===== config.mk =====
export PLATFORM = sky130hd
export DESIGN_NAME = proc_controller_flat
export DESIGN_NICKNAME = d
export VERILOG_FILES = /design/src/rtl/proc_controller_if.sv /design/src/rtl/proc_controller.sv /design/src/flat_wrapper.sv
export SDC_FILE = /design/constraint.sdc
export NUM_CORES = 1
export LEC_CHECK = 0
export CAP_MARGIN = 20
export CORE_MARGIN = 10
export CORE_UTILIZATION = 36
export DETAILED_ROUTE_END_ITERATION = 7
export HOLD_SLACK_MARGIN = 0.06
export PLACE_DENSITY = 0.76
export SLEW_MARGIN = 20
export SYNTH_ARGS = -nofsm -noshare
export SYNTH_HDL_FRONTEND = slang
export SYNTH_SLANG_ARGS = --single-unit

===== constraint.sdc =====
create_clock -name clock -period 1.8 [get_ports clock]
set_input_delay 0.36 -clock clock [delete_from_list [all_inputs] [get_ports clock]]
set_output_delay 0.36 -clock clock [all_outputs]
set_load 0.01 [all_outputs]

===== src/rtl/proc_controller_if.sv =====
// Control bundle between the instruction sequencer and the shared-bus datapath.
interface proc_controller_if;
  logic       run;
  logic [8:0] ir;
  logic       g_nz;
  logic [3:0] bus_sel;
  logic [7:0] r_in;
  logic       a_in;
  logic       g_in;
  logic       ir_in;
  logic       addr_in;
  logic       dout_in;
  logic       w_d;
  logic       pc_incr;
  logic       addsub;
  logic       done;

  modport master (
    input  run, ir, g_nz,
    output bus_sel, r_in, a_in, g_in, ir_in, addr_in, dout_in, w_d, pc_incr, addsub, done
  );

  modport slave (
    output run, ir, g_nz,
    input  bus_sel, r_in, a_in, g_in, ir_in, addr_in, dout_in, w_d, pc_incr, addsub, done
  );
endinterface


===== src/rtl/proc_controller.sv =====
// Instruction sequencer for the shared-bus processor: fetch, decode, per-step bus/load control.
// Optional feature macro: CTRL_MVNZ_EN (opcode 110 = mvnz; otherwise nop).
module proc_controller #(
  parameter int unsigned MEM_WAIT = 1
) (
  input  logic                  clock,
  input  logic                  resetn,
  proc_controller_if.master     ctl
);
  localparam logic [2:0] FETCH0 = 3'd0;
  localparam logic [2:0] FWAIT  = 3'd1;
  localparam logic [2:0] FETCH2 = 3'd2;
  localparam logic [2:0] EXEC0  = 3'd3;
  localparam logic [2:0] EXEC1  = 3'd4;
  localparam logic [2:0] EWAIT  = 3'd5;
  localparam logic [2:0] EXEC2  = 3'd6;

  localparam logic [2:0] OP_MV   = 3'b000;
  localparam logic [2:0] OP_MVI  = 3'b001;
  localparam logic [2:0] OP_ADD  = 3'b010;
  localparam logic [2:0] OP_SUB  = 3'b011;
  localparam logic [2:0] OP_LD   = 3'b100;
  localparam logic [2:0] OP_ST   = 3'b101;
  localparam logic [2:0] OP_MVNZ = 3'b110;

  localparam logic [1:0] WAIT_LD  = 2'(MEM_WAIT);
  localparam bit         HAS_WAIT = (MEM_WAIT != 0);

  logic [2:0] state, state_n;
  logic [1:0] cnt, cnt_n;
  logic [2:0] op, rx, ry;
  logic [7:0] rx_oh;

  assign op    = ctl.ir[8:6];
  assign rx    = ctl.ir[5:3];
  assign ry    = ctl.ir[2:0];
  assign rx_oh = 8'd1 << rx;

  always_ff @(posedge clock or negedge resetn) begin
    if (!resetn) begin
      state <= FETCH0;
      cnt   <= '0;
    end else begin
      state <= state_n;
      cnt   <= cnt_n;
    end
  end

  always_comb begin
    state_n = state;
    cnt_n   = cnt;
    case (state)
      FETCH0: if (ctl.run) begin
        if (HAS_WAIT) begin
          state_n = FWAIT;
          cnt_n   = WAIT_LD;
        end else begin
          state_n = FETCH2;
        end
      end
      FWAIT: begin
        if (cnt == 2'd1) state_n = FETCH2;
        else             cnt_n   = cnt - 2'd1;
      end
      FETCH2: state_n = EXEC0;
      EXEC0: begin
        case (op)
          OP_MVI, OP_LD: begin
            if (HAS_WAIT) begin
              state_n = EWAIT;
              cnt_n   = WAIT_LD;
            end else begin
              state_n = EXEC2;
            end
          end
          OP_ADD, OP_SUB, OP_ST: state_n = EXEC1;
          default:               state_n = FETCH0;
        endcase
      end
      EXEC1: state_n = (op == OP_ST) ? FETCH0 : EXEC2;
      EWAIT: begin
        if (cnt == 2'd1) state_n = EXEC2;
        else             cnt_n   = cnt - 2'd1;
      end
      EXEC2:   state_n = FETCH0;
      default: state_n = FETCH0;
    endcase
  end

`ifndef CTRL_MVNZ_EN
  logic unused_g_nz;
  assign unused_g_nz = ctl.g_nz;
`endif

  // Outputs are forced idle while resetn is low, even though FETCH0 with run=1 would fetch.
  always_comb begin
    ctl.bus_sel = 4'hF;
    ctl.r_in    = '0;
    ctl.a_in    = 1'b0;
    ctl.g_in    = 1'b0;
    ctl.ir_in   = 1'b0;
    ctl.addr_in = 1'b0;
    ctl.dout_in = 1'b0;
    ctl.w_d     = 1'b0;
    ctl.pc_incr = 1'b0;
    ctl.addsub  = 1'b0;
    ctl.done    = 1'b0;
    if (resetn) begin
      case (state)
        FETCH0: if (ctl.run) begin
          ctl.bus_sel = 4'd12;
          ctl.addr_in = 1'b1;
          ctl.pc_incr = 1'b1;
        end
        FETCH2: begin
          ctl.bus_sel = 4'd10;
          ctl.ir_in   = 1'b1;
        end
        EXEC0: begin
          case (op)
            OP_MV: begin
              ctl.bus_sel = {1'b0, ry};
              ctl.r_in    = rx_oh;
              ctl.done    = 1'b1;
            end
            OP_MVI: begin
              ctl.bus_sel = 4'd12;
              ctl.addr_in = 1'b1;
              ctl.pc_incr = 1'b1;
            end
            OP_ADD, OP_SUB: begin
              ctl.bus_sel = {1'b0, rx};
              ctl.a_in    = 1'b1;
            end
            OP_LD, OP_ST: begin
              ctl.bus_sel = {1'b0, ry};
              ctl.addr_in = 1'b1;
            end
`ifdef CTRL_MVNZ_EN
            OP_MVNZ: begin
              ctl.bus_sel = {1'b0, ry};
              ctl.r_in    = ctl.g_nz ? rx_oh : '0;
              ctl.done    = 1'b1;
            end
`endif
            default: ctl.done = 1'b1;
          endcase
        end
        EXEC1: begin
          if (op == OP_ST) begin
            ctl.bus_sel = {1'b0, rx};
            ctl.dout_in = 1'b1;
            ctl.w_d     = 1'b1;
            ctl.done    = 1'b1;
          end else begin
            ctl.bus_sel = {1'b0, ry};
            ctl.g_in    = 1'b1;
            ctl.addsub  = (op == OP_SUB);
          end
        end
        EXEC2: begin
          ctl.done = 1'b1;
          if (op == OP_ADD || op == OP_SUB) begin
            ctl.bus_sel = 4'd8;
          end else begin
            ctl.bus_sel = 4'd10;
          end
          ctl.r_in = rx_oh;
        end
        default: ;
      endcase
    end
  end
endmodule


===== src/flat_wrapper.sv =====
// flat-port wrapper written by rule: the top's interface ports become plain ports
module proc_controller_flat 
#(
  parameter int unsigned MEM_WAIT = 1
)
  (clock, resetn, ctl_run, ctl_ir, ctl_g_nz, ctl_bus_sel, ctl_r_in, ctl_a_in, ctl_g_in, ctl_ir_in, ctl_addr_in, ctl_dout_in, ctl_w_d, ctl_pc_incr, ctl_addsub, ctl_done);
  proc_controller_if ctl_i ();
  input  logic clock;
  input  logic resetn;
  input wire logic [$bits(ctl_i.run)-1:0] ctl_run;
  input wire logic [$bits(ctl_i.ir)-1:0] ctl_ir;
  input wire logic [$bits(ctl_i.g_nz)-1:0] ctl_g_nz;
  output wire logic [$bits(ctl_i.bus_sel)-1:0] ctl_bus_sel;
  output wire logic [$bits(ctl_i.r_in)-1:0] ctl_r_in;
  output wire logic [$bits(ctl_i.a_in)-1:0] ctl_a_in;
  output wire logic [$bits(ctl_i.g_in)-1:0] ctl_g_in;
  output wire logic [$bits(ctl_i.ir_in)-1:0] ctl_ir_in;
  output wire logic [$bits(ctl_i.addr_in)-1:0] ctl_addr_in;
  output wire logic [$bits(ctl_i.dout_in)-1:0] ctl_dout_in;
  output wire logic [$bits(ctl_i.w_d)-1:0] ctl_w_d;
  output wire logic [$bits(ctl_i.pc_incr)-1:0] ctl_pc_incr;
  output wire logic [$bits(ctl_i.addsub)-1:0] ctl_addsub;
  output wire logic [$bits(ctl_i.done)-1:0] ctl_done;
  assign ctl_i.run = ctl_run;
  assign ctl_i.ir = ctl_ir;
  assign ctl_i.g_nz = ctl_g_nz;
  assign ctl_bus_sel = ctl_i.bus_sel;
  assign ctl_r_in = ctl_i.r_in;
  assign ctl_a_in = ctl_i.a_in;
  assign ctl_g_in = ctl_i.g_in;
  assign ctl_ir_in = ctl_i.ir_in;
  assign ctl_addr_in = ctl_i.addr_in;
  assign ctl_dout_in = ctl_i.dout_in;
  assign ctl_w_d = ctl_i.w_d;
  assign ctl_pc_incr = ctl_i.pc_incr;
  assign ctl_addsub = ctl_i.addsub;
  assign ctl_done = ctl_i.done;
  proc_controller #(.MEM_WAIT(MEM_WAIT)) u_core (.clock(clock), .resetn(resetn), .ctl(ctl_i));
endmodule

Word level (Yosys, flattened, before mapping)
Cells that the tools add are included.
{ "totals": {"output_inout_bits": 21, "regBits": 5, "input_bits": 13} }
{ "classes": {"reduce_logical": 13, "n_shift": 1, "n_mux": 43, "add_sub_neg": 1, "n_eq_ne": 17} }
{ "op_table": {"columns": ["cell", "n"], "rows": [
  ["1-bit two-way mux", 21],
  ["4-bit case mux with 5 select lines", 1],
  ["3-bit case mux with 6 select lines", 1],
  ["8-bit two-way mux", 2],
  ["8-bit case mux with 2 select lines", 1],
  ["3-bit == test (second input constant)", 5],
  ["3-bit two-way mux", 5],
  ["3-bit by 2-bit == test with 1-bit output (second input constant)", 4],
  ["4-bit case mux with 3 select lines", 1],
  ["2-bit two-way mux", 5],
  ["3-bit OR reduction", 3],
  ["1-bit by 3-bit << shifter with 8-bit output (first input constant)", 1],
  ["3-bit by 1-bit == test with 1-bit output (second input constant)", 2],
  ["3-bit logical NOT", 2],
  ["2-bit by 1-bit != test with 1-bit output (second input constant)", 3],
  ["2-bit case mux with 3 select lines", 1],
  ["3-bit case mux with 2 select lines", 1],
  ["2-bit OR reduction", 3],
  ["5-bit OR reduction", 1],
  ["4-bit two-way mux", 1],
  ["2-bit != test (second input constant)", 2],
  ["1-bit case mux with 2 select lines", 2],
  ["4-bit AND reduction", 1],
  ["1-bit case mux with 3 select lines", 1],
  ["5 further kinds", 5]
]} }

Depth between registers and ports, before layout
{ "logic_depth": {"ltp_word": 5, "depth_mapped": 6, "ltp_nobuf": 6} }

Least setup slack after synthesis
OpenSTA, ideal clock, no wires.
{ "synth_path": {"kind": "register to output", "from": "reg u_core.state[0]", "to": "out ctl_r_in[1]", "path_stages_with_launch": 6, "required_ns": 1.440, "arrival_time_ns": 1.629, "setup_slack_ns": -0.189, "cell_sequence": "dfrtp_1 buf_4 or3b_1 o32ai_2 or3b_4 nor2_1"} }
{ "synth_between": {"elab_chain_len": 3, "elab_cells_between_ends": 4} }
{ "synth_lines": {"columns": ["element", "line_no", "rtl"], "rows": [
  ["start: declaration", "proc_controller.sv:29", "logic [2:0] state, state_n;"],
  ["start signal: assignment", "proc_controller.sv:44", "state <= state_n;"],
  ["3-bit == test or 3-bit by 2-bit == test with 1-bit output (tied branches)", "proc_controller.sv:109", "case (state)"],
  ["8-bit case mux with 2 select lines (*)", "proc_controller.sv:109", null],
  ["8-bit two-way mux (*)", "proc_controller.sv:108", "if (resetn) begin"],
  ["end: declaration", "flat_wrapper.sv:14", "output wire logic [$bits(ctl_i.r_in)-1:0] ctl_r_in;"]
]} }
Every way passes the cells marked *; elsewhere a longest branch is shown, timed or not.

Final worst setup path
{ "layout_path": {"from": "reg u_core.state[0]", "to": "out ctl_r_in[5]"} }
The elaborated chain is that of the path after synthesis.

==> flow_summary_export.csv <==
group,metric,value,unit
detailed_routing,drtPass1Iterations,4,
worst_setup_path,cp_data_arrival_time,2.18,ns
clock_network,cts_inserted_buffers,3,
status,status,"finished with violations",
timing,fin_skew,0.000336,ns
global_route,antenna_found_initial,0,
global_route,grt_pass1_wl,5730,µm
synth,ys_ff_latch,5,
detailed_routing,drc,0,
floorplanning,start_util,0.391,
power_and_ir_drop,max-vdd-ir-drop,0.807,mV
synth,synth-xor-area-share,0.0127,
timing,hold_ws,0.204,ns
timing,fin_crit_sh,1.41,
detailed_routing,drt_iter0_markers,122,
floorplanning,fp.dieH,63.8,µm
place,place_congestion,0.873,
worst_setup_path,worstPathRequired,1.44,ns
synth,avgSynthCellArea,6.52,µm²
synth,synthMuxAreaShare,0,
worst_setup_path,crit_path_end_kind,"output pin",
synth,synthCells,106,
synth,synth_compound_area_frac,0.268,
timing,hold_viol,0,
clock_network,clk_latency,0.24,ns
clock_network,root_buffer,"clkbuf_4",
worst_setup_path,worstReg2RegStart,"u_core.state[0]$_DFFE_PN0P_",
worst_setup_path,cp_cell_sequence,"or3b_4, o32ai_4, or3b_4, buf_6, nor2_2, buf_2",
floorplanning,die_area,0.00407,mm²
cells_and_area,layout.nets,205,
clock_network,postCtsHoldBufs,0,
timing,drv_slew,0,
global_route,grt-ovfl-total,0,
clock_network,clk_pin_slew,0.04,ns
floorplanning,die_w,63.8,µm
global_route,use_met3,0.0592,
clock_network,cts_sinks,5,
worst_setup_path,cp_common_cell,"or3b_4",
synth,yosysSeqAreaShare,0.181,
power_and_ir_drop,leakage,0.734,nW
timing,finalWorstSetupSlack,-0.742,ns
timing,period_needed,2.54,ns
clock_network,htree_levels,1,
cells_and_area,final-instance-count-excl-fill,215,
timing,setup_viol,20,
power_and_ir_drop,p_per_area,1230,mW/mm²
cells_and_area,drive_above_1_share,0.637,
global_route,grt_pass1_vias,1218,
clock_network,cts_tree,"done",
hold_path,hold_class,"input pin to asynchronous set/reset pin",
global_route,grt_max_degree,16,
timing,slew_headroom,0.765,
detailed_routing,ant_nets,0,
timing,fmax,0.393,GHz
worst_setup_path,critPathSlowestCell,"or3b_4",
floorplanning,ios,34,
detailed_routing,wl_per_cell,22.7,µm
global_route,use_met2,0.306,
synth,ys_warn_count,0,
worst_setup_path,max_stage_delay,0.44,ns
synth,synth_nets,120,
flow_run,maxCapViolCount,0,
cells_and_area,insertedDiodeCount,0,
place,placedCellCount,182,
synth,synthSimpleGateAreaFrac,0.449,
status,violations,"negative setup slack",
cells_and_area,final_core_util,0.932,
worst_setup_path,crit_start,"u_core.state[0]$_DFFE_PN0P_",
detailed_routing,wl,4880,µm
synth,netlist_area,691,µm²
place,pre_cts_ws,-1.14,ns
global_route,top_usage_layer,"met2",
timing,worstMarginPinSlew,0.349,ns
timing,rsz0062_at_grt,"yes",
worst_setup_path,crit_type,"register to output pin",
cells_and_area,fillers,63,
floorplanning,num_rows,15,
clock_network,clock_path_buffers,2,
floorplanning,core_area,0.00176,mm²
place,dpl.hpwl,2260,µm
global_route,met1_usage,0.178,
synth,synthAdderAreaFrac,0.0181,
synth,yosysUniqueCellTypes,33,
worst_setup_path,critPathMaxFanout,3,
synth,synth_top_family_by_area,"simple AND/OR/NAND/NOR gates",
global_route,grtUsageTotal,0.169,
cells_and_area,syn_to_final_growth,138,%
place,port_buffers,32,
detailed_routing,routed_via_density,6.14,
worst_setup_path,critPathLaunchType,"register",
detailed_routing,vias,1320,
through the flow:
step                total power, mW  instance area [µm²]  TNS (ns)
global placement               1.07                 1230    -17.40
floorplan                     0.654                  716    -0.717
CTS                            1.51                 1440     -7.50
global route                   2.09                 1640     -8.27
detailed placement             1.09                 1230    -17.63
finish                         2.02                 1640     -7.37
metal layers:
layer | up-vias | share of wire
met4 | 0 | 0.064
met1 | 604 | 0.36
met2 | 130 | 0.47
li1 | 548 | -
met5 | - | 0
met3 | 38 | 0.10
placed cells by master (no fill, tap or decap), types with 2 or more instances in the layout:
cell type and count:
nand2_1 16, buf_6 20, o21ai_0 4, a21oi_2 2, o2111ai_2 2, nor2_4 4, buf_4 38, nor3_2 2
nor2_1 7, clkbuf_2 2, nand3_2 2, clkdlybuf4s50_1 6, nand2b_1 4, nor2b_1 2, nand4_1 2, or3b_4 5
o32ai_4 2, clkbuf_4 3, buf_2 18, nand3b_1 2, a21oi_1 4, inv_1 2, nand3_1 2, dfrtp_1 4
nor2_2 6, dlygate4sd2_1 2, a2bb2oi_1 2
cell usage after synthesis, drive strengths merged:
cell type / n / area [µm²]
o22ai: 2 / 12.5
clkbuf: 6 / 22.5
or3: 1 / 6.26
inv: 3 / 11.3
and2: 1 / 6.26
o2111ai: 2 / 17.5
o32ai: 2 / 25.0
dfrtp: 5 / 125
nor2b: 3 / 18.8
or3b: 5 / 46.3
nand4: 2 / 12.5
xnor2: 1 / 8.76
a2bb2oi: 2 / 17.5
o21ai: 6 / 30.0
a21boi: 1 / 7.51
a21oi: 7 / 35.0
nor2: 17 / 63.8
nand2: 18 / 67.6
a22o: 1 / 8.76
nand3b: 2 / 15.0
nand2b: 4 / 25.0
o21a: 1 / 7.51
nand3: 4 / 20.0
a211oi: 2 / 15.0
and3b: 1 / 8.76
o2bb2ai: 1 / 8.76
ha: 1 / 12.5
nor3: 3 / 20.0
buf: 2 / 15.0
sequential cells by signal, indices dropped and copies added (netlist names):
name,cells
u_core.state,3
u_core.cnt,2
final cells by class:
type,instances,area [µm²],area share
Timing Repair Buffer,88,728,0.443
Multi-Input combinational cell,90,718,0.437
Sequential cell,5,126,0.0769
Tap cell,25,31.3,0.0190
Clock buffer,4,26.3,0.0160
Inverter,3,13.8,0.00837
kinds of logic after synthesis:
group / count (synthesis)
AO/OA/AOI/OAI: 27
XOR/XNOR: 1
adder cells (fa/ha/maj): 1
buffers and inverters: 11
flip-flops: 5
AND/OR/NAND/NOR: 61
what timing repair did:
item | 4_1_cts | 5_1_grt
pin swaps | 18 | 18
setup endpoints to repair | 22 | 23
gates cloned | 1 | 1
resized for setup | 118 | 50
buffers inserted | 16 | 14
worst paths after layout:
check / endpoint / slack, ns / depth (start not counted)
max in group asynchronous: u_core.state[1]$_DFFE_PN0P_ / 1.31 / 3
setup reg to reg: u_core.cnt[1]$_DFFE_PN0P_ / -0.10 / 8
setup / recovery: ctl_r_in[5] / -0.74 / 6
hold reg to reg: u_core.cnt[0]$_DFFE_PN0P_ / 0.50 / 1
hold / removal: u_core.state[0]$_DFFE_PN0P_ / 0.20 / 2
min in group clock: u_core.cnt[0]$_DFFE_PN0P_ / 0.50 / 1
worst max-delay path: cells and delay by family, from the launching register on:
| kind | cells | cell delay, ns |
|---|---|---|
| and+or+nand+nor | 3 | 0.99 |
| DFF | 1 | 0.42 |
| buffers and inverters | 2 | 0.28 |
| AOI/OAI and AO/OA | 1 | 0.25 |
where the power goes:
| part | internal (mW) | switching, mW | total [mW] |
|---|---|---|---|
| clock network | 0.0839 | 0.0476 | 0.131 |
| logic | 0.848 | 0.851 | 1.70 |
| registers | 0.149 | 0.0427 | 0.191 |
| total | 1.08 | 0.942 | 2.02 |
Note: power is estimated with default switching activity, not from simulation.
==> RTL change 1, RTL diff (same settings) <==
The option `CTRL_MVNZ_EN` is turned on by a define.
--- a/src/rtl/proc_controller.sv
+++ b/src/rtl/proc_controller.sv
@@ -2,2 +2,4 @@
 // Optional feature macro: CTRL_MVNZ_EN (opcode 110 = mvnz; otherwise nop).
+`define CTRL_MVNZ_EN
+
 module proc_controller #(
Check against the original RTL: not equivalent (a bounded check fails within 4 cycles, from zero or initial values and one cycle with resetn low).
==> RTL change 1 against the original RTL <==
The run still ends with negative setup slack left. Combinational power about the same. Routed wire length increased by 8.1%. Sequential cell count unchanged. Worst setup slack improved by 0.45 ns. Final cell count increased by 7.4%. Total power increased by 2.6%. Synthesized area increased by 12%. Design area increased by 11%.
==> RTL change 1: results (changes against the original RTL) <==
[layout]
stdcell_count=231  ; +7.4%
nets=219  ; +6.8%

[logic_synthesis]
synth_flop_cell=dfrtp_1
synth.area.top_cells=dfrtp_1, nand2_1, nor2_1
seq_area_frac_synth_pct=16.1  ; -2.0 points
async_flop_share_pct=100  ; unchanged
synth_nets=124  ; +3.3%
ys_types=43  ; +30%

[place]
routabilityCongestion=0.901  ; +3.1%
portBuffers=33  ; +3.1%
post_dp_cell_area_um2=1370  ; +11%
dp_hpwl_um=2510  ; +11%
place_ws_ns=-0.864  ; +0.277 ns

[timing]
setup_viol=21  ; +5.0%
fin_ws_ns=-0.296  ; +0.446 ns
whs_ns=0.381  ; +0.177 ns
finClkSkew_ns=0.000473  ; +0.000137 ns

[global_routing]
grt_pass1_wl_um=6830  ; +19%
gr-usage-all-layers_pct=19.4  ; +2.5 points
grt_max_degree=9  ; -7

[setup_path]
r2r-end=u_core.cnt[0]$_DFFE_PN0P_
crit_fanout=8  ; +5
slowest_delay_ns=0.47  ; +0.03 ns
reg2reg_depth=7  ; -1
r2r_slack_ns=-0.12  ; -0.02 ns
critPathSlowestCell=clkdlybuf4s50_1

[clock_tree]
htree_levels=1  ; unchanged
clk_latency_ns=0.24  ; about the same

[drt]
post_drt_via_cell_ratio=5.93  ; -3.4%
drt-total-wl_um=5270  ; +8.1%
first_iter_violations=164  ; +34%

[power]
vdd_ir_drop_max_uv=1240  ; +54%
p_leak_nw=0.839  ; +14%

[outcome]
status=finished, violations left
violations=negative setup slack

## RTL change 1: routing by layer
layer  routed length, um  global-route usage, %
met5                   0                      0
met4                 189                   9.95
met3                 515                   4.75
met2                2560                   34.3
met1                2010                   20.6
## RTL change 1: worst max-delay path by stage
stage                                      from        endpoint  cells past startpoint  slack, ns
floorplan           u_core.state[1]$_DFFE_PN0P_         ctl_w_d                      6       0.09
finish                                 ctl_g_nz     ctl_r_in[2]                      7      -0.30
global route        u_core.state[2]$_DFFE_PN0P_     ctl_r_in[2]                      6      -0.33
CTS                 u_core.state[1]$_DFFE_PN0P_  ctl_bus_sel[0]                      5      -0.16
global placement                      ctl_ir[8]  ctl_bus_sel[0]                      6      -0.87
detailed placement                    ctl_ir[6]     ctl_r_in[3]                      6      -0.86
## RTL change 1: layout make-up
class                      instances  area, um^2
fill                              87         178
timing repair buffer              99         759
inverter                           3        11.3
tap                               27        33.8
clock buffer                       4        26.3
multi-input combinational         93         865
sequential                         5         129
## RTL change 1: repair_timing
| action | 4_1_cts | 5_1_grt |
|---|---|---|
| pin swaps | 16 | 16 |
| buffers inserted | 20 | 9 |
| resized for setup | 153 | 31 |
| endpoints found under the hold margin | 0 | 0 |
| endpoints found under the setup margin | 22 | 21 |
## RTL change 1: worst max-delay path, delay by kind of cell
kind | cells | cell delay (ns)
compound gates | 2 | 0.25
buf+inv | 3 | 0.83
simple gates | 2 | 0.28
## RTL change 1: power by group through the flow
| stage | clock network [mW] | registers [mW] | logic, mW |
|---|---|---|---|
| after CTS | 0.132 | 0.231 | 1.34 |
| after global placement | 0 | 0.238 | 0.942 |
| after detailed placement | 0 | 0.244 | 0.972 |
| after global routing | 0.142 | 0.244 | 1.77 |
| after floorplan | 0 | 0.197 | 0.548 |
| final | 0.133 | 0.242 | 1.70 |
## RTL change 1: cells by family after synthesis
logic type,count (synthesis),synth area share [%]
simple gates,59,43.5
compound gates,28,24.2
buf+inv,12,7.74
flops,5,16.1
mux,4,5.64
xor+xnor,1,1.13
fa+ha+maj,1,1.61
==> RTL change 2, RTL diff (same settings) <==
Without the edit above. Reset style: synchronous (`resetn`), changed in one clocked block.
--- a/src/rtl/proc_controller.sv
+++ b/src/rtl/proc_controller.sv
@@ -38,3 +38,3 @@
 
-  always_ff @(posedge clock or negedge resetn) begin
+  always_ff @(posedge clock) begin
     if (!resetn) begin
Check against the original RTL: same outputs for any inputs over 10 cycles, from zero or initial values and one cycle with resetn low; that may be too few to reach the edited logic, so the function may still have changed.
==> RTL change 2 against the original RTL <==
Synthesized area increased by 11%. Worst setup slack improved by 0.60 ns. Routed wire length decreased by 31%. Sequential cell count unchanged. The run still ends with negative setup slack left. Critical path type unchanged. Global-route usage decreased by 3.6 points. First-iteration DRC count decreased by 56%. Via count decreased by 17%. Design area decreased by 12%.
Power is not compared: it rests on default switching activity, and its combinational part moved more than twofold at a synthesized area within 25%.
==> RTL change 2: results (changes against the original RTL) <==
[global_routing]
grt_use_met3_pct=4.41  ; -1.5 points
use_met2_pct=22.8  ; -7.8 points
grt_pass1_wl_um=4870  ; -15%
use_met1_pct=15.2  ; -2.6 points
gr-usage-all-layers_pct=13.3  ; -3.6 points

[drt]
met1Wirelength_um=1410  ; -19%
wire_per_inst_um=16.4  ; -28%
num_vias=1094  ; -17%
first_iter_violations=54  ; -56%
wl_met3_um=263  ; -48%
met2_length_um=1610  ; -30%

[place]
routabilityCongestion=0.885  ; +1.3%
dp_hpwl_um=2250  ; -0.49%

[timing]
fin_ws_ns=-0.147  ; +0.595 ns
worst_pin_slew_ns=0.486  ; +0.136 ns
finClkSkew_ns=0.000726  ; +0.000390 ns
setup_tns_ns=-0.953  ; +6.42 ns
setup_viol=11  ; -45%

[logic_synthesis]
async_flop_share_pct=0  ; -100 points
yosys-top-cells-count=nor2_1, nand2_1, a21oi_1, o21ai_0
syn_inst=108  ; +1.9%
synth.area.top_cells=dfxtp_1, nor2_1, nand2_1
ys_types=42  ; +27%

[outcome]
violations=negative setup slack
status=finished, violations left

[worst_hold_path]
hp-class=flip-flop to flip-flop

[layout]
drive_above_1_share_pct=55.9  ; -7.8 points

## RTL change 2: cell types whose count changed after synthesis, sizes merged, moves of 3 or more
| cell | before | now |
|---|---|---|
| dfrtp | 5 | 0 |
| buf | 2 | 7 |
| nand4b | 0 | 3 |
| or3b | 5 | 0 |
| clkbuf | 6 | 1 |
| dfxtp | 0 | 5 |
| nand2 | 18 | 11 |
## RTL change 2: cells by family after synthesis
group	synth area share, %
multiplexers	1.30
XOR/XNOR	1.14
adder cells (fa/ha/maj)	1.63
AND/OR/NAND/NOR	45.5
buffers and inverters	9.76
AO/OA/AOI/OAI	27.6
flip-flops	13.0
## RTL change 2: cell type report
cell class              instances  area (um^2)
clock buffers                   4         26.3
fillers                       156          561
inverters                       5         18.8
multi-input cells              90          691
flip-flops and latches          5          111
well taps                      27         33.8
repair buffers                 73          561
## RTL change 2: final timing paths
path / cells after the start / slack (ns) / start / endpoint
worst max register to register: 5 / 0.29 / u_core.state[1]$_SDFFE_PN0P_ / u_core.state[0]$_SDFFE_PN0P_
worst min register to register: 2 / 0.47 / u_core.cnt[0]$_SDFFE_PN0P_ / u_core.cnt[0]$_SDFFE_PN0P_
worst min-delay path: 2 / 0.47 / u_core.cnt[0]$_SDFFE_PN0P_ / u_core.cnt[0]$_SDFFE_PN0P_
worst max-delay path: 7 / -0.15 / u_core.state[2]$_SDFFE_PN0P_ / ctl_bus_sel[0]
## RTL change 2: timing repair
item	4_1_cts	5_1_grt
cloned	0	0
resized for setup	118	26
setup buffers	4	5
setup endpoints to repair	22	19
pin swaps	13	14
endpoints found under the hold margin	0	0
## RTL change 2: worst max-delay path: stages, from the launching register on
cell and delay, ns:
dfxtp_4 0.35, buf_6 0.12, buf_4 0.13, nand3b_1 0.21
nor2_1 0.18, o21ai_1 0.09, o2111ai_1 0.08, buf_2 0.17
